===== src/rtl/eb_pkg.sv =====
// Shared types and helpers for the elastic-buffer credit link blocks.
package eb_pkg;

  typedef enum logic [1:0] {
    EMPTY = 2'd0,
    ONE   = 2'd1,
    TWO   = 2'd2
  } state_e;

  localparam int unsigned MAX_CREDITS = 15;

  // Counter width able to hold 0..credits inclusive.
  function automatic int unsigned credit_w(input int unsigned credits);
    return $clog2(credits + 1);
  endfunction

endpackage


===== src/rtl/eb_credit_tx_if.sv =====
// Upstream stream + credit link bundle for eb_credit_tx.
interface eb_credit_tx_if
  import eb_pkg::*;
#(
  parameter int unsigned WIDTH   = 8,
  parameter int unsigned CREDITS = 4
);
  localparam int unsigned CW = credit_w(CREDITS);

  logic [WIDTH-1:0] t0_data;
  logic             t0_valid;
  logic             t0_ready;
  logic [WIDTH-1:0] l0_data;
  logic             l0_valid;
  logic             l0_credit;
  logic [CW-1:0]    credit_cnt;
  logic             credit_err;

  modport master (
    output t0_data, t0_valid, l0_credit,
    input  t0_ready, l0_data, l0_valid, credit_cnt, credit_err
  );

  modport slave (
    input  t0_data, t0_valid, l0_credit,
    output t0_ready, l0_data, l0_valid, credit_cnt, credit_err
  );

endinterface


===== src/rtl/eb_credit_cnt.sv =====
// Saturating credit counter: decrement on spend, increment on return,
// sticky error when a return arrives with the counter already full.
module eb_credit_cnt #(
  parameter int unsigned MAX = 4,
  parameter int unsigned W   = 3
) (
  input  logic         clk,
  input  logic         reset_n,
  input  logic         dec_i,
  input  logic         inc_i,
  output logic [W-1:0] cnt_o,
  output logic         err_o
);

  localparam logic [W-1:0] MAX_V = W'(MAX);

  logic [W-1:0] cnt_q, cnt_d;
  logic         err_q, err_d;

  always_comb begin
    cnt_d = cnt_q;
    err_d = err_q;
    if (inc_i && !dec_i) begin
      if (cnt_q == MAX_V) err_d = 1'b1;
      else                cnt_d = cnt_q + W'(1);
    end else if (dec_i && !inc_i && cnt_q != '0) begin
      cnt_d = cnt_q - W'(1);
    end
  end

  always_ff @(posedge clk or negedge reset_n) begin
    if (!reset_n) begin
      cnt_q <= MAX_V;
      err_q <= 1'b0;
    end else begin
      cnt_q <= cnt_d;
      err_q <= err_d;
    end
  end

  assign cnt_o = cnt_q;
  assign err_o = err_q;

endmodule


===== src/rtl/eb_credit_tx.sv =====
// Credit-based link transmitter: 2-entry holding stage feeding a registered
// link, gated by credits returned from the remote receiver buffer.
module eb_credit_tx
  import eb_pkg::*;
#(
  parameter int unsigned WIDTH   = 8,
  parameter int unsigned CREDITS = 4
) (
  input  logic           clk,
  input  logic           reset_n,
  eb_credit_tx_if.slave  bus
);

  localparam int unsigned CW = credit_w(CREDITS);

  state_e           state_q;
  logic [WIDTH-1:0] head_q;
  logic [WIDTH-1:0] tail_q;
  logic [WIDTH-1:0] l0_data_q;
  logic             l0_valid_q;
  logic             ready_q;

  logic [CW-1:0]    cnt;
  logic             err;
  logic             acc;
  logic             send;

  assign acc  = bus.t0_valid & ready_q;
  assign send = (state_q != EMPTY) & (cnt != '0);

  eb_credit_cnt #(
    .MAX (CREDITS),
    .W   (CW)
  ) u_cnt (
    .clk     (clk),
    .reset_n (reset_n),
    .dec_i   (send),
    .inc_i   (bus.l0_credit),
    .cnt_o   (cnt),
    .err_o   (err)
  );

  // ready_q tracks "next state != TWO" so t0_ready comes straight off a flop.
  always_ff @(posedge clk or negedge reset_n) begin
    if (!reset_n) begin
      state_q    <= EMPTY;
      head_q     <= '0;
      tail_q     <= '0;
      l0_data_q  <= '0;
      l0_valid_q <= 1'b0;
      ready_q    <= 1'b1;
    end else begin
      l0_valid_q <= send;
      if (send) l0_data_q <= head_q;

      case (state_q)
        EMPTY: begin
          if (acc) begin
            head_q  <= bus.t0_data;
            state_q <= ONE;
          end
        end
        ONE: begin
          if (acc && !send) begin
            tail_q  <= bus.t0_data;
            state_q <= TWO;
            ready_q <= 1'b0;
          end else if (acc && send) begin
            head_q  <= bus.t0_data;
          end else if (send) begin
            state_q <= EMPTY;
          end
        end
        TWO: begin
          if (send) begin
            head_q  <= tail_q;
            state_q <= ONE;
            ready_q <= 1'b1;
          end
        end
        default: begin
          state_q <= EMPTY;
          ready_q <= 1'b1;
        end
      endcase
    end
  end

  assign bus.t0_ready   = ready_q;
  assign bus.l0_valid   = l0_valid_q;
  assign bus.l0_data    = l0_data_q;
  assign bus.credit_cnt = cnt;
  assign bus.credit_err = err;

endmodule


===== src/flat_wrapper.sv =====
// flat-port wrapper written by rule: the top's interface ports become plain ports
module eb_credit_tx_flat import eb_pkg::*;
#(
  parameter int unsigned WIDTH   = 8,
  parameter int unsigned CREDITS = 4
)
  (clk, reset_n, bus_t0_data, bus_t0_valid, bus_l0_credit, bus_t0_ready, bus_l0_data, bus_l0_valid, bus_credit_cnt, bus_credit_err);
  eb_credit_tx_if #(.WIDTH(WIDTH), .CREDITS(CREDITS)) bus_i ();
  input  logic clk;
  input  logic reset_n;
  input wire logic [$bits(bus_i.t0_data)-1:0] bus_t0_data;
  input wire logic [$bits(bus_i.t0_valid)-1:0] bus_t0_valid;
  input wire logic [$bits(bus_i.l0_credit)-1:0] bus_l0_credit;
  output wire logic [$bits(bus_i.t0_ready)-1:0] bus_t0_ready;
  output wire logic [$bits(bus_i.l0_data)-1:0] bus_l0_data;
  output wire logic [$bits(bus_i.l0_valid)-1:0] bus_l0_valid;
  output wire logic [$bits(bus_i.credit_cnt)-1:0] bus_credit_cnt;
  output wire logic [$bits(bus_i.credit_err)-1:0] bus_credit_err;
  assign bus_i.t0_data = bus_t0_data;
  assign bus_i.t0_valid = bus_t0_valid;
  assign bus_i.l0_credit = bus_l0_credit;
  assign bus_t0_ready = bus_i.t0_ready;
  assign bus_l0_data = bus_i.l0_data;
  assign bus_l0_valid = bus_i.l0_valid;
  assign bus_credit_cnt = bus_i.credit_cnt;
  assign bus_credit_err = bus_i.credit_err;
  eb_credit_tx #(.WIDTH(WIDTH), .CREDITS(CREDITS)) u_core (.clk(clk), .reset_n(reset_n), .bus(bus_i));
endmodule

===== config.mk =====
export PLATFORM = sky130hd
export DESIGN_NAME = eb_credit_tx_flat
export DESIGN_NICKNAME = d
export VERILOG_FILES = /design/src/rtl/eb_pkg.sv /design/src/rtl/eb_credit_tx_if.sv /design/src/rtl/eb_credit_cnt.sv /design/src/rtl/eb_credit_tx.sv /design/src/flat_wrapper.sv
export SDC_FILE = /design/constraint.sdc
export NUM_CORES = 1
export LEC_CHECK = 0
export ABC_AREA = 1
export CORE_ASPECT_RATIO = 0.8
export CORE_MARGIN = 5
export CORE_UTILIZATION = 40
export CTS_CLUSTER_DIAMETER = 40
export DETAILED_ROUTE_END_ITERATION = 12
export PLACE_DENSITY = 0.71
export RECOVER_POWER = 50
export SETUP_SLACK_MARGIN = 0.3
export SYNTH_ARGS = -nofsm -noshare
export SYNTH_HDL_FRONTEND = slang
export SYNTH_SLANG_ARGS = --single-unit

===== constraint.sdc =====
create_clock -name clk -period 1.7 [get_ports clk]
set_input_delay 0.34 -clock clk [delete_from_list [all_inputs] [get_ports clk]]
set_output_delay 0.34 -clock clk [all_outputs]
set_load 0.01 [all_outputs]

Word-level counts from Yosys, hierarchy flattened --
Cells that the tools add are included.
Storage, ports and cells: flip-flop bits (word level) 32, input bits 12, output and inout bits 14, word-level logic and storage cells 59
Cells by class: $add $sub $neg 2, equality and inequality tests 11, multiplexer cells 17, bitwise operators 3, reduce and logical (&&, ||, !) cells 18
Operator list (number):
- two-way mux 8 bit | 4
- one-hot mux 8 bit (3 select lines) | 1
- two-way mux 2 bit | 5
- two-way mux 3 bit | 3
- inequality test 2 x 1 -> 1 bit (second input constant) | 4
- one-hot mux 2 bit (3 select lines) | 1
- AND reduction 2 bit | 3
- nonzero test 3 bit | 2
- logical AND 1 bit | 5
- AND reduction 5 bit | 1
- inequality test 2 bit (second input constant) | 2
- AND reduction 4 bit | 1
- nonzero test 2 bit | 2
- adder 3 x 1 -> 3 bit (second input constant) | 1
- == test 3 bit (second input constant) | 1
- inequality test 3 x 1 -> 1 bit (second input constant) | 1
- inequality test 3 x 2 -> 1 bit (second input constant) | 1
- one-hot mux 1 bit (3 select lines) | 1
- AND reduction 3 bit | 1
- subtractor 3 x 1 -> 3 bit (second input constant) | 1
- bitwise AND 1 bit | 2
- == test 2 x 1 -> 1 bit (second input constant) | 1
- == test 2 bit (second input constant) | 1
- logical NOT 1 bit | 2
- 3 further kinds | 4

Logic depth before layout (Yosys ltp) --
word-level depth 6, depth in mapped cells 13

Cells and area by module --
From an unflattened synthesis, not the netlist that was laid out.
Unflattened totals: cells, all modules 178, area total of the unflattened synthesis 1485.2 um^2
Modules (own cells, without submodules):
- eb_credit_tx | times used 1, cells an instance 145, area each 1233.7 um^2, seq. area each 701.9 um^2
- eb_credit_cnt | times used 1, cells an instance 33, area each 251.5 um^2, seq. area each 101.3 um^2

Least setup slack after synthesis --
OpenSTA, ideal clock, no wires.
path kind reg2reg, start point register u_core.u_cnt.cnt_q[0] (netlist: u_core.u_cnt.cnt_o[0]), end point register u_core.u_cnt.cnt_q[2] (netlist: u_core.u_cnt.cnt_o[2]), setup time 0.058 ns, data arrival time 1.647 ns, setup slack -0.005 ns, cell stages (with the launch flop) 14, path buffers 1, path through dfrtp_1 -> nor2_4 -> nand2_2 -> nand2_2 -> buf_6 -> nand2_4 -> fa_1 -> inv_1 -> nand2_2 -> nand2_2 -> nand2_1 -> nand2_1 -> nand2_1 -> inv_1
On the way: longest elaborated chain between the ends 6, elaborated cells between the ends (all ways) 15, those cells by class add/sub (2); eq/ne (2); mux (3); bitwise (1); reduce/logical (7)
RTL lines:
- start: declaration | RTL line eb_credit_cnt.sv:17 | logic [W-1:0] cnt_q, cnt_d;
- start signal: assignment | RTL line eb_credit_cnt.sv:36 | cnt_q <= cnt_d;
- nonzero test 3 bit | RTL line eb_credit_cnt.sv:26, eb_credit_tx.sv:29
- bitwise AND 1 bit | RTL line eb_credit_tx.sv:29 | assign send = (state_q != EMPTY) & (cnt != '0);
- logical NOT 1 bit or logical AND 1 bit (tied branches) | RTL line eb_credit_cnt.sv:23, eb_credit_cnt.sv:26
- logical AND 1 bit (on tied branches) | RTL line eb_credit_cnt.sv:23, eb_credit_cnt.sv:26
- inequality test 2 bit (no source line) or nonzero test 2 bit (tied branches)
- AND reduction 2 bit (no source line)
Several ways; a longest one is shown, not always the timed one. The select of a mux whose other input is x is not followed. A chain may end at the register's enable or synchronous reset.

Worst setup path in the final report --
start point register u_core.u_cnt.cnt_q[1] (netlist: u_core.u_cnt.cnt_o[1]), end point register u_core.u_cnt.cnt_q[2] (netlist: u_core.u_cnt.cnt_o[2])
The elaborated chain is that of the path after synthesis.

==> impl_metrics.json <==
{
  "clk_pin_slew_ns": 0.07,
  "finClkSkew_ns": 0.003934,
  "fp.dieH_um": 64.23,
  "gr-total-overflow": 0,
  "crit_type": "register to register",
  "grt_usage_pct": 13.79,
  "numCtsBuffers": 5,
  "post-route-drc-count": 0,
  "powerDensity_mw_per_mm2": 1900,
  "die_x_um": 77.78,
  "hold_class": "register to register",
  "viasPerCell": 4.874,
  "crit_arrival_ns": 1.79,
  "core_sq_mm": 0.003495,
  "cp-start-kind": "register",
  "die-area_sq_mm": 0.004995,
  "netlist_top_cells_count": "30 x dfrtp_1, 29 x nand2_1, 23 x inv_1",
  "worstPathMaxFanout": 3,
  "tightest_slew_ns": 0.7748,
  "htree_levels": 2,
  "r2r_end": "u_core.u_cnt.cnt_o[2]",
  "synth_area_per_cell_sq_um": 9.485,
  "cts_num_sinks": 32,
  "finalSetupViolations": 0,
  "grt_pass1_vias": 1177,
  "final_max_slew_viol_count": 0,
  "nets": 217,
  "clock.fmax_mhz": 639.4,
  "drive_above_1_share_pct": 29.27,
  "synth.ff_latch_count": 32,
  "yosysMostFrequentCell": "dfrtp_1",
  "rr_worst_depth": 11,
  "wl_mm": 3.324,
  "drtIter0Drc": 46,
  "postCtsHoldBufs": 0,
  "synth_area_leaders": "dfrtp_1 51%, nand2_1 7.4%, inv_1 5.9%",
  "async_flop_share_pct": 100.0,
  "num_io_pins": 26,
  "synth_cells": 155,
  "yosys.area.top_type": "dfrtp_1",
  "fillerInstances": 286,
  "crit_end": "u_core.u_cnt.cnt_o[2]",
  "placed_area_sq_mm": 0.001758,
  "grt_pass1_wl_mm": 5.375,
  "outcome": "finished, final reports clean",
  "post-route-min-period_ns": 1.564,
  "grt_start_max_net_pins": 33,
  "cts_tree": "built",
  "num_antenna_cells": 0,
  "holdWs_ns": 0.4819,
  "dpl.cell_count": 221,
  "end_kind": "register",
  "first_pass_iters": 5,
  "area_growth_pct": 36.77,
  "p_leak_uw": 0.0009901,
  "cp.required_ns": 1.92,
  "syn_nets": 168,
  "synth_cell_type_count": 25,
  "rsz0062_at_grt": "yes",
  "irDropWorstVdd_v": 0.0006545,
  "antenna_left": 0,
  "crit_start": "u_core.u_cnt.cnt_o[1]",
  "fin_cells": 247,
  "finalHoldViolations": 0,
  "period_share_pct": 92.00,
  "cts-root-buf": "clkbuf_8",
  "clock_path_buffers": 2,
  "synth-edff-count": 0,
  "numPortBuffers": 25,
  "vias": 1204,
  "yosysWarnings": 0,
  "r2r_start": "u_core.u_cnt.cnt_o[1]",
  "synth_area_sq_mm": 0.001470,
  "post_drt_wl_per_cell_um": 13.46,
  "reg2reg_setup_slack_ns": 0.14,
  "finalPower_uw": 3819,
  "drv_cap": 0,
  "antenna_found_initial": 0,
  "insertion_delay_ns": 0.28,
  "synth_top_cell_area_share_pct": 51.06,
  "ys_seq_area_share_pct": 54.64,
  "synthFlopType": "dfrtp_1",
  "fin_area_sq_mm": 0.002011,
  "dpl.hpwl_mm": 2.108,
  "place.gp.congestion": 0.7721,
  "max-slew-margin-rel_pct": 48.35,
  "rows": 19,
  "start_util_pct": 42.07
}
-- metal layers --
layer | share of wire (%) | global-route usage [%] | up-vias | wire length (um)
li1 | - | - | 599 | -
met1 | 45 | 16.86 | 551 | 1512
met2 | 46 | 20.21 | 39 | 1537
met3 | 4.0 | 4.494 | 15 | 133
met4 | 4.3 | 10.30 | 0 | 142
met5 | 0 | 0 | - | 0
-- worst min-delay path by stage --
stage	start	to	slack, ns	depth (start not counted)
after detailed placement	u_core.bus.l0_data[0]	u_core.bus.l0_data[0]	0.47	2
after global placement	u_core.u_cnt.err_o	u_core.u_cnt.err_o	0.47	1
after floorplan	reset_n	u_core.bus.l0_data[0]	0.04	0
after CTS	reset_n	u_core.tail_q[0]	0.45	2
final	u_core.bus.l0_data[1]	u_core.bus.l0_data[1]	0.48	2
after global routing	u_core.bus.l0_data[0]	u_core.bus.l0_data[0]	0.51	2
-- registers in the layout, summed over array words and instances (netlist names) --
name / count
u_core.state_q: 2
u_core.bus.t0_ready: 1
u_core.tail_q: 8
u_core.bus.l0_data: 8
u_core.bus.l0_valid: 1
u_core.head_q: 8
u_core.u_cnt.err_o: 1
u_core.u_cnt.cnt_o: 3
-- metrics by stage --
| step | setup slack [ns] | TNS (ns) | util [%] |
|---|---|---|---|
| global placement | 0.03473 | 0 | 50.30 |
| global route | 0.08121 | 0 | 57.54 |
| floorplan | 0.07530 | 0 | - |
| finish | 0.1361 | 0 | 57.54 |
| detailed placement | -0.03358 | -0.03358 | 50.30 |
| CTS | 0.1692 | 0 | 55.21 |
-- cell type report --
class                      count  area, sq um  area share [%]
timing repair buffer          44        371.6           18.48
clock inverter                 3        42.54           2.116
tap                           42        52.55           2.614
inverter                      26        105.1           5.227
sequential                    32        805.8           40.07
clock buffer                   5        68.82           3.423
timing repair inverter         1        6.256          0.3111
multi-input combinational     94        558.0           27.75
-- logic make-up after synthesis --
kind of cell | Yosys count | share of synthesized area [%]
buffers and inverters | 30 | 10.04
AO/OA/AOI/OAI | 38 | 15.66
adder cells (fa/ha/maj) | 1 | 1.362
XOR/XNOR | 2 | 1.192
AND/OR/NAND/NOR | 52 | 17.11
flip-flops | 32 | 54.64
-- worst max-delay path, cell delays in order (launching register included) --
cell	delay (ns)
dfrtp_2	0.44
nor2_4	0.15
nand2_4	0.07
nand2_4	0.08
nand2_4	0.05
fa_2	0.35
nand3_1	0.11
nand2_2	0.06
nand2_1	0.05
nand2_1	0.04
nand2_1	0.06
inv_1	0.04
-- cells in the final DEF (no fill, tap or decap), drive strengths merged --
master | synthesis | routed
a21oi | 4 | 4
buf | 4 | 20
bufinv | 0 | 1
clkbuf | 0 | 7
clkdlybuf4s50 | 0 | 10
clkinv | 1 | 2
clkinvlp | 0 | 1
dfrtp | 30 | 30
dfstp | 2 | 2
dlygate4sd2 | 0 | 11
dlygate4sd3 | 0 | 1
fa | 1 | 1
inv | 25 | 26
nand2 | 38 | 39
nand3 | 7 | 7
nor2 | 7 | 7
o211ai | 8 | 8
o21ai | 25 | 25
o21bai | 1 | 1
xor2 | 2 | 2
-- report_power, final --
part / internal, uW / switching (uW) / total [uW]
sequential: 1150 / 184 / 1330
combinational: 777 / 991 / 1770
clock: 433 / 284 / 718
total: 2360 / 1460 / 3820
-- timing repair --
item,in CTS,in global routing
setup endpoints to repair,17,23
buffers inserted,10,6
resized for setup,24,11
endpoints found under the hold margin,0,0
pin swaps,1,4
cloned,0,2
No activity file was read; power rests on OpenSTA's default activity.
